--- config.mk ---
export PLATFORM = sky130hd
export DESIGN_NAME = muldiv_unit
export DESIGN_NICKNAME = d
export VERILOG_FILES = /design/src/rtl/muldiv_unit.sv
export SDC_FILE = /design/constraint.sdc
export NUM_CORES = 2
export LEC_CHECK = 0
export CAP_MARGIN = 10
export CORE_ASPECT_RATIO = 0.8
export CORE_UTILIZATION = 65
export DETAILED_ROUTE_END_ITERATION = 7
export GPL_ROUTABILITY_DRIVEN = 0
export PLACE_DENSITY = 0.85
export SLEW_MARGIN = 5
export SYNTH_ARGS = -nofsm -noshare
export SYNTH_HDL_FRONTEND = slang
export SYNTH_SLANG_ARGS = --single-unit
--- constraint.sdc ---
create_clock -name clk_i -period 5.7 [get_ports clk_i]
set_clock_uncertainty 0.1 [all_clocks]
set_input_delay 0.855 -clock clk_i [delete_from_list [all_inputs] [get_ports clk_i]]
set_output_delay 0.855 -clock clk_i [all_outputs]
set_load 0.01 [all_outputs]
--- src/rtl/muldiv_unit.sv ---
// RV32M multiply/divide unit: fixed-latency pipelined multiplier and an iterative
// radix-2 restoring divider with early-out special cases, one operation at a time.
module muldiv_unit #(
  parameter int unsigned XLEN       = 32,
  parameter int unsigned MUL_STAGES = 2
) (
  input  logic            clk_i,
  input  logic            rst_ni,
  input  logic            start_i,
  input  logic [2:0]      funct3_i,
  input  logic [XLEN-1:0] a_i,
  input  logic [XLEN-1:0] b_i,
  input  logic            flush_i,
  output logic            busy_o,
  output logic            done_o,
  output logic [XLEN-1:0] result_o
);

  localparam int unsigned PW    = 2 * XLEN;
  localparam int unsigned CNT_W = $clog2(XLEN) + 1;
  localparam logic [XLEN-1:0] MIN_NEG = {1'b1, {(XLEN-1){1'b0}}};

  typedef enum logic [2:0] {IDLE, MUL, DIV_ITER, DIV_FIX, DONE} fsmState;

  fsmState stateQ, stateNext;

  logic            accept;
  logic            aSgn, bSgn;
  logic [PW-1:0]   aExt, bExt, mulIn, finalProd;
  logic            divSigned, aNeg, bNeg, divZero, divOvf;
  logic [XLEN-1:0] absA, absB;

  logic [1:0]      opQ;
  logic [XLEN-1:0] aQ, divisorQ, quotQ, remQ;
  logic            qNegQ, rNegQ, zeroQ, ovfQ;
  logic [CNT_W-1:0] cntQ;

  logic [XLEN:0]   shifted, diff;
  logic            trialOk;
  logic [XLEN-1:0] quotFix, remFix, divResult, resultNext;

  assign accept = (stateQ == IDLE) && start_i && !flush_i;

  // Operand extension: MULH signed x signed, MULHSU signed x unsigned, else unsigned
  assign aSgn  = (funct3_i[1:0] == 2'b01) || (funct3_i[1:0] == 2'b10);
  assign bSgn  = (funct3_i[1:0] == 2'b01);
  assign aExt  = {{XLEN{aSgn & a_i[XLEN-1]}}, a_i};
  assign bExt  = {{XLEN{bSgn & b_i[XLEN-1]}}, b_i};
  assign mulIn = aExt * bExt;

  // result_o is the last multiply stage, so only MUL_STAGES-1 pipeline registers sit before it
  if (MUL_STAGES == 1) begin : gDirect
    assign finalProd = mulIn;
  end else begin : gPipe
    logic [PW-1:0] pipe [MUL_STAGES-1];
    always_ff @(posedge clk_i or negedge rst_ni) begin
      if (!rst_ni) begin
        for (int i = 0; i < int'(MUL_STAGES) - 1; i++) pipe[i] <= '0;
      end else begin
        pipe[0] <= mulIn;
        for (int i = 1; i < int'(MUL_STAGES) - 1; i++) pipe[i] <= pipe[i-1];
      end
    end
    assign finalProd = pipe[MUL_STAGES-2];
  end

  function automatic logic [XLEN-1:0] selMul(input logic [PW-1:0] p, input logic [1:0] f);
    return (f == 2'b00) ? p[XLEN-1:0] : p[PW-1:XLEN];
  endfunction

  // Divide setup values, captured on the accepting edge
  assign divSigned = ~funct3_i[0];
  assign aNeg      = divSigned & a_i[XLEN-1];
  assign bNeg      = divSigned & b_i[XLEN-1];
  assign absA      = aNeg ? -a_i : a_i;
  assign absB      = bNeg ? -b_i : b_i;
  assign divZero   = (b_i == '0);
  assign divOvf    = divSigned && (a_i == MIN_NEG) && (b_i == '1);

  // One restoring step: quotient bits shift in from the bottom as dividend bits leave the top
  assign shifted = {remQ, quotQ[XLEN-1]};
  assign diff    = shifted - {1'b0, divisorQ};
  assign trialOk = ~diff[XLEN];

  always_comb begin
    quotFix    = qNegQ ? -quotQ : quotQ;
    remFix     = rNegQ ? -remQ : remQ;
    divResult  = opQ[1] ? remFix : quotFix;
    if (zeroQ)     divResult = opQ[1] ? aQ : '1;
    else if (ovfQ) divResult = opQ[1] ? '0 : aQ;
    case (stateQ)
      IDLE:    resultNext = selMul(mulIn, funct3_i[1:0]);
      MUL:     resultNext = selMul(finalProd, opQ);
      default: resultNext = divResult;
    endcase
  end

  always_comb begin
    stateNext = stateQ;
    if (flush_i) begin
      stateNext = IDLE;
    end else begin
      case (stateQ)
        IDLE: begin
          if (start_i) begin
            if (!funct3_i[2]) stateNext = (MUL_STAGES == 1) ? DONE : MUL;
            else              stateNext = (divZero || divOvf) ? DIV_FIX : DIV_ITER;
          end
        end
        MUL:      if (cntQ == CNT_W'(MUL_STAGES - 2)) stateNext = DONE;
        DIV_ITER: if (cntQ == CNT_W'(XLEN - 1)) stateNext = DIV_FIX;
        DIV_FIX:  stateNext = DONE;
        DONE:     stateNext = IDLE;
        default:  stateNext = IDLE;
      endcase
    end
  end

  always_ff @(posedge clk_i or negedge rst_ni) begin
    if (!rst_ni) begin
      stateQ <= IDLE;
      busy_o <= 1'b0;
      done_o <= 1'b0;
    end else begin
      stateQ <= stateNext;
      busy_o <= (stateNext == MUL) || (stateNext == DIV_ITER) || (stateNext == DIV_FIX);
      done_o <= (stateNext == DONE);
    end
  end

  always_ff @(posedge clk_i or negedge rst_ni) begin
    if (!rst_ni) begin
      opQ      <= '0;
      aQ       <= '0;
      divisorQ <= '0;
      quotQ    <= '0;
      remQ     <= '0;
      qNegQ    <= 1'b0;
      rNegQ    <= 1'b0;
      zeroQ    <= 1'b0;
      ovfQ     <= 1'b0;
      cntQ     <= '0;
      result_o <= '0;
    end else begin
      if (accept) begin
        opQ      <= funct3_i[1:0];
        aQ       <= a_i;
        divisorQ <= absB;
        quotQ    <= absA;
        remQ     <= '0;
        qNegQ    <= aNeg ^ bNeg;
        rNegQ    <= aNeg;
        zeroQ    <= divZero;
        ovfQ     <= divOvf;
        cntQ     <= '0;
      end else if (stateQ == DIV_ITER) begin
        remQ  <= trialOk ? diff[XLEN-1:0] : shifted[XLEN-1:0];
        quotQ <= {quotQ[XLEN-2:0], trialOk};
        cntQ  <= cntQ + CNT_W'(1);
      end else if (stateQ == MUL) begin
        cntQ <= cntQ + CNT_W'(1);
      end
      if (stateNext == DONE) result_o <= resultNext;
    end
  end

endmodule

==> impl_metrics.csv, run 1 <==
group,metric,value,unit
logic_synthesis,synth.yosys.seq_area_share,0.1152,
logic_synthesis,synth_enable_flop_cells,0,
logic_synthesis,synth-seq-cells,241,
clock_tree,ctsHoldBuffers,0,
clock_tree,tritoncts_num_sinks,241,
clock_tree,cts-buffers-inserted,23,
logic_synthesis,synth_commonest_cells,"sky130_fd_sc_hd__inv_1, sky130_fd_sc_hd__nand2_1, sky130_fd_sc_hd__fa_1",
outcome,failed_stage,"global routing",
clock_tree,ctsLongestPathBuffers,3,
logic_synthesis,most_instantiated_flip_flop_cell_in_the_synthesis_netlist,"sky130_fd_sc_hd__dfrtp_1",
place,placedInstanceArea,0.05855,mm2
die,design.portCount,105,
die,start_util,0.6609,
logic_synthesis,asyncSetResetFlopFracSynth,1.000,
global_routing,grt-ovfl-total,355,
global_routing,globalRouteTotalUtil,0.8012,
global_routing,maximum_number_of_pins_on_one_net_before_global_route_repair,119,
clock_tree,clock-root-buffer,"sky130_fd_sc_hd__clkbuf_16",
logic_synthesis,distinct_cell_type_count_after_synthesis,69,
logic_synthesis,area_leader_netlist,"sky130_fd_sc_hd__fa_1",
logic_synthesis,synthesis.area,0.05234,mm2
place,number_of_placed_cells_counting_well_taps,7293,
logic_synthesis,syn-num-nets,7437,
place,detailedPlacementHpwl,135.6,mm
die,die_w,319.3,um
place,port_buffers,104,
place,place_worst_setup_slack,-3.523,ns
logic_synthesis,synth_area_leaders,"sky130_fd_sc_hd__fa_1, sky130_fd_sc_hd__dfrtp_1, sky130_fd_sc_hd__inv_1, sky130_fd_sc_hd__nand2_1, sky130_fd_sc_hd__ha_1",
die,placement_rows,92,
die,chipHeight,255.8,um
logic_synthesis,synth_area_per_cell,8.742,um2
logic_synthesis,synth_cells,5987,
logic_synthesis,most_instantiated_library_cell_after_synthesis,"sky130_fd_sc_hd__inv_1",
outcome,run_status,"stopped before the end",
logic_synthesis,yosysTopAreaCellShare,0.4307,
logic_synthesis,synth_warnings,0,
outcome,stop_error,"[ERROR GRT-0232] Routing congestion too high. Check the congestion heatmap in the GUI.",
clock_tree,ctsHtreeMaxLevel,1,
==> stage by stage <==
step | hold WS (ns) | util | TNS, ns
after global placement | 0.3648 | 0.7393 | -133.35
after CTS | 0.2952 | 0.7933 | -77.53
after detailed placement | 0.3706 | 0.7393 | -140.30
after floorplan | 0.3498 | - | -80.16
==> kinds of logic after synthesis <==
group | synth area share
adder cells (fa/ha/maj) | 0.4912
flip-flops | 0.1152
XOR/XNOR | 0.03698
buffers and inverters | 0.1168
AO/OA/AOI/OAI | 0.08025
multiplexers | 0.006335
AND/OR/NAND/NOR | 0.1532
==> layer usage <==
| layer | overflow | GRT usage |
|---|---|---|
| met1 | 15 | 0.8039 |
| met2 | 143 | 0.8847 |
| met3 | 37 | 0.7467 |
| met4 | 153 | 0.7565 |
| met5 | 7 | 0.5626 |
==> repair_timing <==
item | 4_1_cts
setup buffers | 140
resized for setup | 650
pin swaps | 300
setup endpoints to repair | 55
gates cloned | 11
==> run 2, diff against run 1 <==
CORE_ASPECT_RATIO = default   (was 0.8)
CORE_UTILIZATION = 40   (was 65)
PLACE_DENSITY = default   (was 0.85)
PLACE_DENSITY_LB_ADDON = 0.15   (was default)
==> impl_metrics.csv, run 2 <==
group,metric,value,unit
timing,timing.final.ws_setup,-2.267,ns
setup_path,required_time_at_the_worst_slack_endpoint,6.05,ns
logic_synthesis,most_instantiated_library_cell_after_synthesis,"sky130_fd_sc_hd__inv_1",
logic_synthesis,synth-seq-cells,241,
die,placement_rows,132,
finish,most-common-layout-cells,"sky130_fd_sc_hd__inv_1, sky130_fd_sc_hd__nand2_1, sky130_fd_sc_hd__fa_1",
logic_synthesis,synth.yosys.seq_area_share,0.1152,
clock_tree,ctsLongestPathBuffers,3,
clock_tree,clock-root-buffer,"sky130_fd_sc_hd__clkbuf_16",
clock_tree,worstSkewPairLatency,0.58,ns
setup_path,critical-path-slowest-cell,"sky130_fd_sc_hd__fa_2",
job,cap_viol_max_count,0,
logic_synthesis,synth_cells,5987,
setup_path,worst_path_largest_cell_delay,0.63,ns
global_routing,maximum_number_of_pins_on_one_net_before_global_route_repair,120,
outcome,failed_checks,"setup timing",
logic_synthesis,synthesis.area,0.05234,mm2
timing,slew_violations,0,
logic_synthesis,synth_warnings,0,
clock_tree,tritoncts_num_sinks,241,
logic_synthesis,synth_enable_flop_cells,0,
die,start_util,0.4037,
global_routing,globalRouteTotalUtil,0.2769,
setup_path,reg2reg_slack,1.37,ns
logic_synthesis,syn-num-nets,7437,
clock_tree,clk_pin_slew,0.06,ns
timing,hold_violations,0,
routing,totalWireLength,179.5,mm
place,port_buffers,104,
logic_synthesis,area_leader_netlist,"sky130_fd_sc_hd__fa_1",
logic_synthesis,synth_commonest_cells,"sky130_fd_sc_hd__inv_1, sky130_fd_sc_hd__nand2_1, sky130_fd_sc_hd__fa_1",
die,die_w,363.7,um
logic_synthesis,distinct_cell_type_count_after_synthesis,69,
routing,route.antenna.remaining_nets,0,
logic_synthesis,asyncSetResetFlopFracSynth,1.000,
setup_path,biggest_fanout_along_the_worst_timing_path,7,
finish,fraction_of_layout_instances_using_a_drive_strength_above_1,0.1769,
finish,fillers,12380,
finish,finished_core_util,0.4931,
routing,drt_iter0_drc,2949,
routing,drt_pre_antenna_iters,6,
die,die-area,0.1323,mm2
timing,timing.hold.ws,0.1975,ns
timing,slew_of_the_pin_with_the_lowest_slew_margin,0.9771,ns
setup_path,cp.arrival,8.32,ns
finish,fin_nets,7884,
logic_synthesis,most_instantiated_flip_flop_cell_in_the_synthesis_netlist,"sky130_fd_sc_hd__dfrtp_1",
routing,wire_per_inst,21.89,um
finish,area_growth,22.14,%
clock_tree,ctsHtreeMaxLevel,1,
finish,finalNonFillerCells,8202,
clock_tree,ctsHoldBuffers,0,
setup_path,crit_path_end_kind,"flip-flop",
finish,layout.area.seq,0.006035,mm2
timing,setup_violations,53,
finish,area_taken_by_multi_input_logic_gates,0.04219,mm2
logic_synthesis,synth_area_per_cell,8.742,um2
timing,slew_headroom,0.3472,
timing,final_period_minus_worst_setup_slack,7.967,ns
global_routing,antenna_found_initial,10,
finish,largest_register_ff_count,64,
timing,timing.setup.tns,-78.56,ns
timing,highest_clock_rate,0.1255,GHz
setup_path,rr_worst_depth,14,
routing,remaining_drc_errors,0,
place,number_of_placed_cells_counting_well_taps,8062,
setup_path,worstSetupStartpointType,"input port",
worst_hold_path,worstHoldPathType,"input port to async pin",
routing,avgViaCountPerCell,5.115,
die,design.portCount,105,
timing,final_worst_path_cycle_share,1.398,
setup_path,crit_type,"input port to flip-flop",
routing,vias,41960,
setup_path,worst_path_most_repeated_cell,"sky130_fd_sc_hd__fa_1",
logic_synthesis,synth_area_leaders,"sky130_fd_sc_hd__fa_1, sky130_fd_sc_hd__dfrtp_1, sky130_fd_sc_hd__inv_1, sky130_fd_sc_hd__nand2_1, sky130_fd_sc_hd__ha_1",
global_routing,grt_pass1_wl,275.5,mm
place,detailedPlacementHpwl,148.9,mm
outcome,run_status,"complete, but fails checks",
global_routing,grt_pass1_vias,44070,
clock_tree,tritoncts_clock_tree,"done",
logic_synthesis,yosysTopAreaCellShare,0.4307,
global_routing,grt-ovfl-total,0,
timing,rsz_0062_raised_after_global_routing,"true",
die,chipHeight,363.7,um
die,design.core.area,0.1296,mm2
clock_tree,cts-buffers-inserted,30,
finish,final_common_cell,"sky130_fd_sc_hd__inv_1",
[run 2: area by class of cell]
cell class                 instances  area share
timing repair buffer             776      0.1190
clock buffer                      42     0.01403
tap                             1742     0.03409
antenna                            3   0.0001174
multi-input combinational       4121      0.6599
sequential                       241     0.09439
inverter                        1264     0.07463
clock inverter                    13    0.003856
[run 2: worst paths after layout]
path	to	from
worst max-delay path	finalProd[60]	funct3_i[0]
worst min-delay path	remQ[10]	rst_ni
worst max register to register	remQ[31]	quotQ[31]
worst min register to register	divisorQ[23]	divisorQ[23]
max in group asynchronous	finalProd[15]	rst_ni
min in group clk_i	divisorQ[23]	divisorQ[23]
[run 2: per-stage QoR]
stage / setup slack (ns) / area (um2)
2_1_floorplan: -2.681 / 53720
3_3_place_gp: -3.579 / 60020
3_5_place_dp: -3.665 / 60020
4_1_cts: -2.305 / 63220
5_1_grt: -2.455 / 63920
6_report: -2.267 / 63930
[run 2: repair_timing]
item,4_1_cts,5_1_grt
gates cloned,3,0
endpoints found under the hold margin,0,0
buffers inserted,66,34
gates resized for setup,382,136
endpoints found under the setup margin,54,54
pin swaps,206,185
[run 2: cells by family (layout without fill, tap and decap cells)]
logic type / count (synthesis) / after routing / synth area share
multiplexers: 33 / 33 / 0.006335
AND/OR/NAND/NOR: 1813 / 1813 / 0.1532
XOR/XNOR: 221 / 221 / 0.03698
adder cells (fa/ha/maj): 1379 / 1379 / 0.4912
buffers and inverters: 1625 / 2095 / 0.1168
AO/OA/AOI/OAI: 675 / 675 / 0.08025
other: 0 / 3 / 0
flip-flops: 241 / 241 / 0.1152
[run 2: worst max-delay path, delay by kind of cell]
kind	cells	cell delay, ns
adders and majority gates	10	4.69
AOI/OAI and AO/OA	8	1.60
buffers and inverters	9	0.76
and+or+nand+nor	3	0.36
[run 2: routing by layer]
layer / track usage / routed length [um] / vias to the layer above
met5: 0 / 7 / -
met4: 0.07893 / 6264 / 2
met3: 0.03290 / 10780 / 235
met2: 0.4580 / 84820 / 1270
met1: 0.3817 / 77650 / 21590
li1: - / - / 18860
Power of run 2 is left out: the tool's default activity adds up to more than one toggle a clock period on the data nets, which glitch-free logic cannot reach.
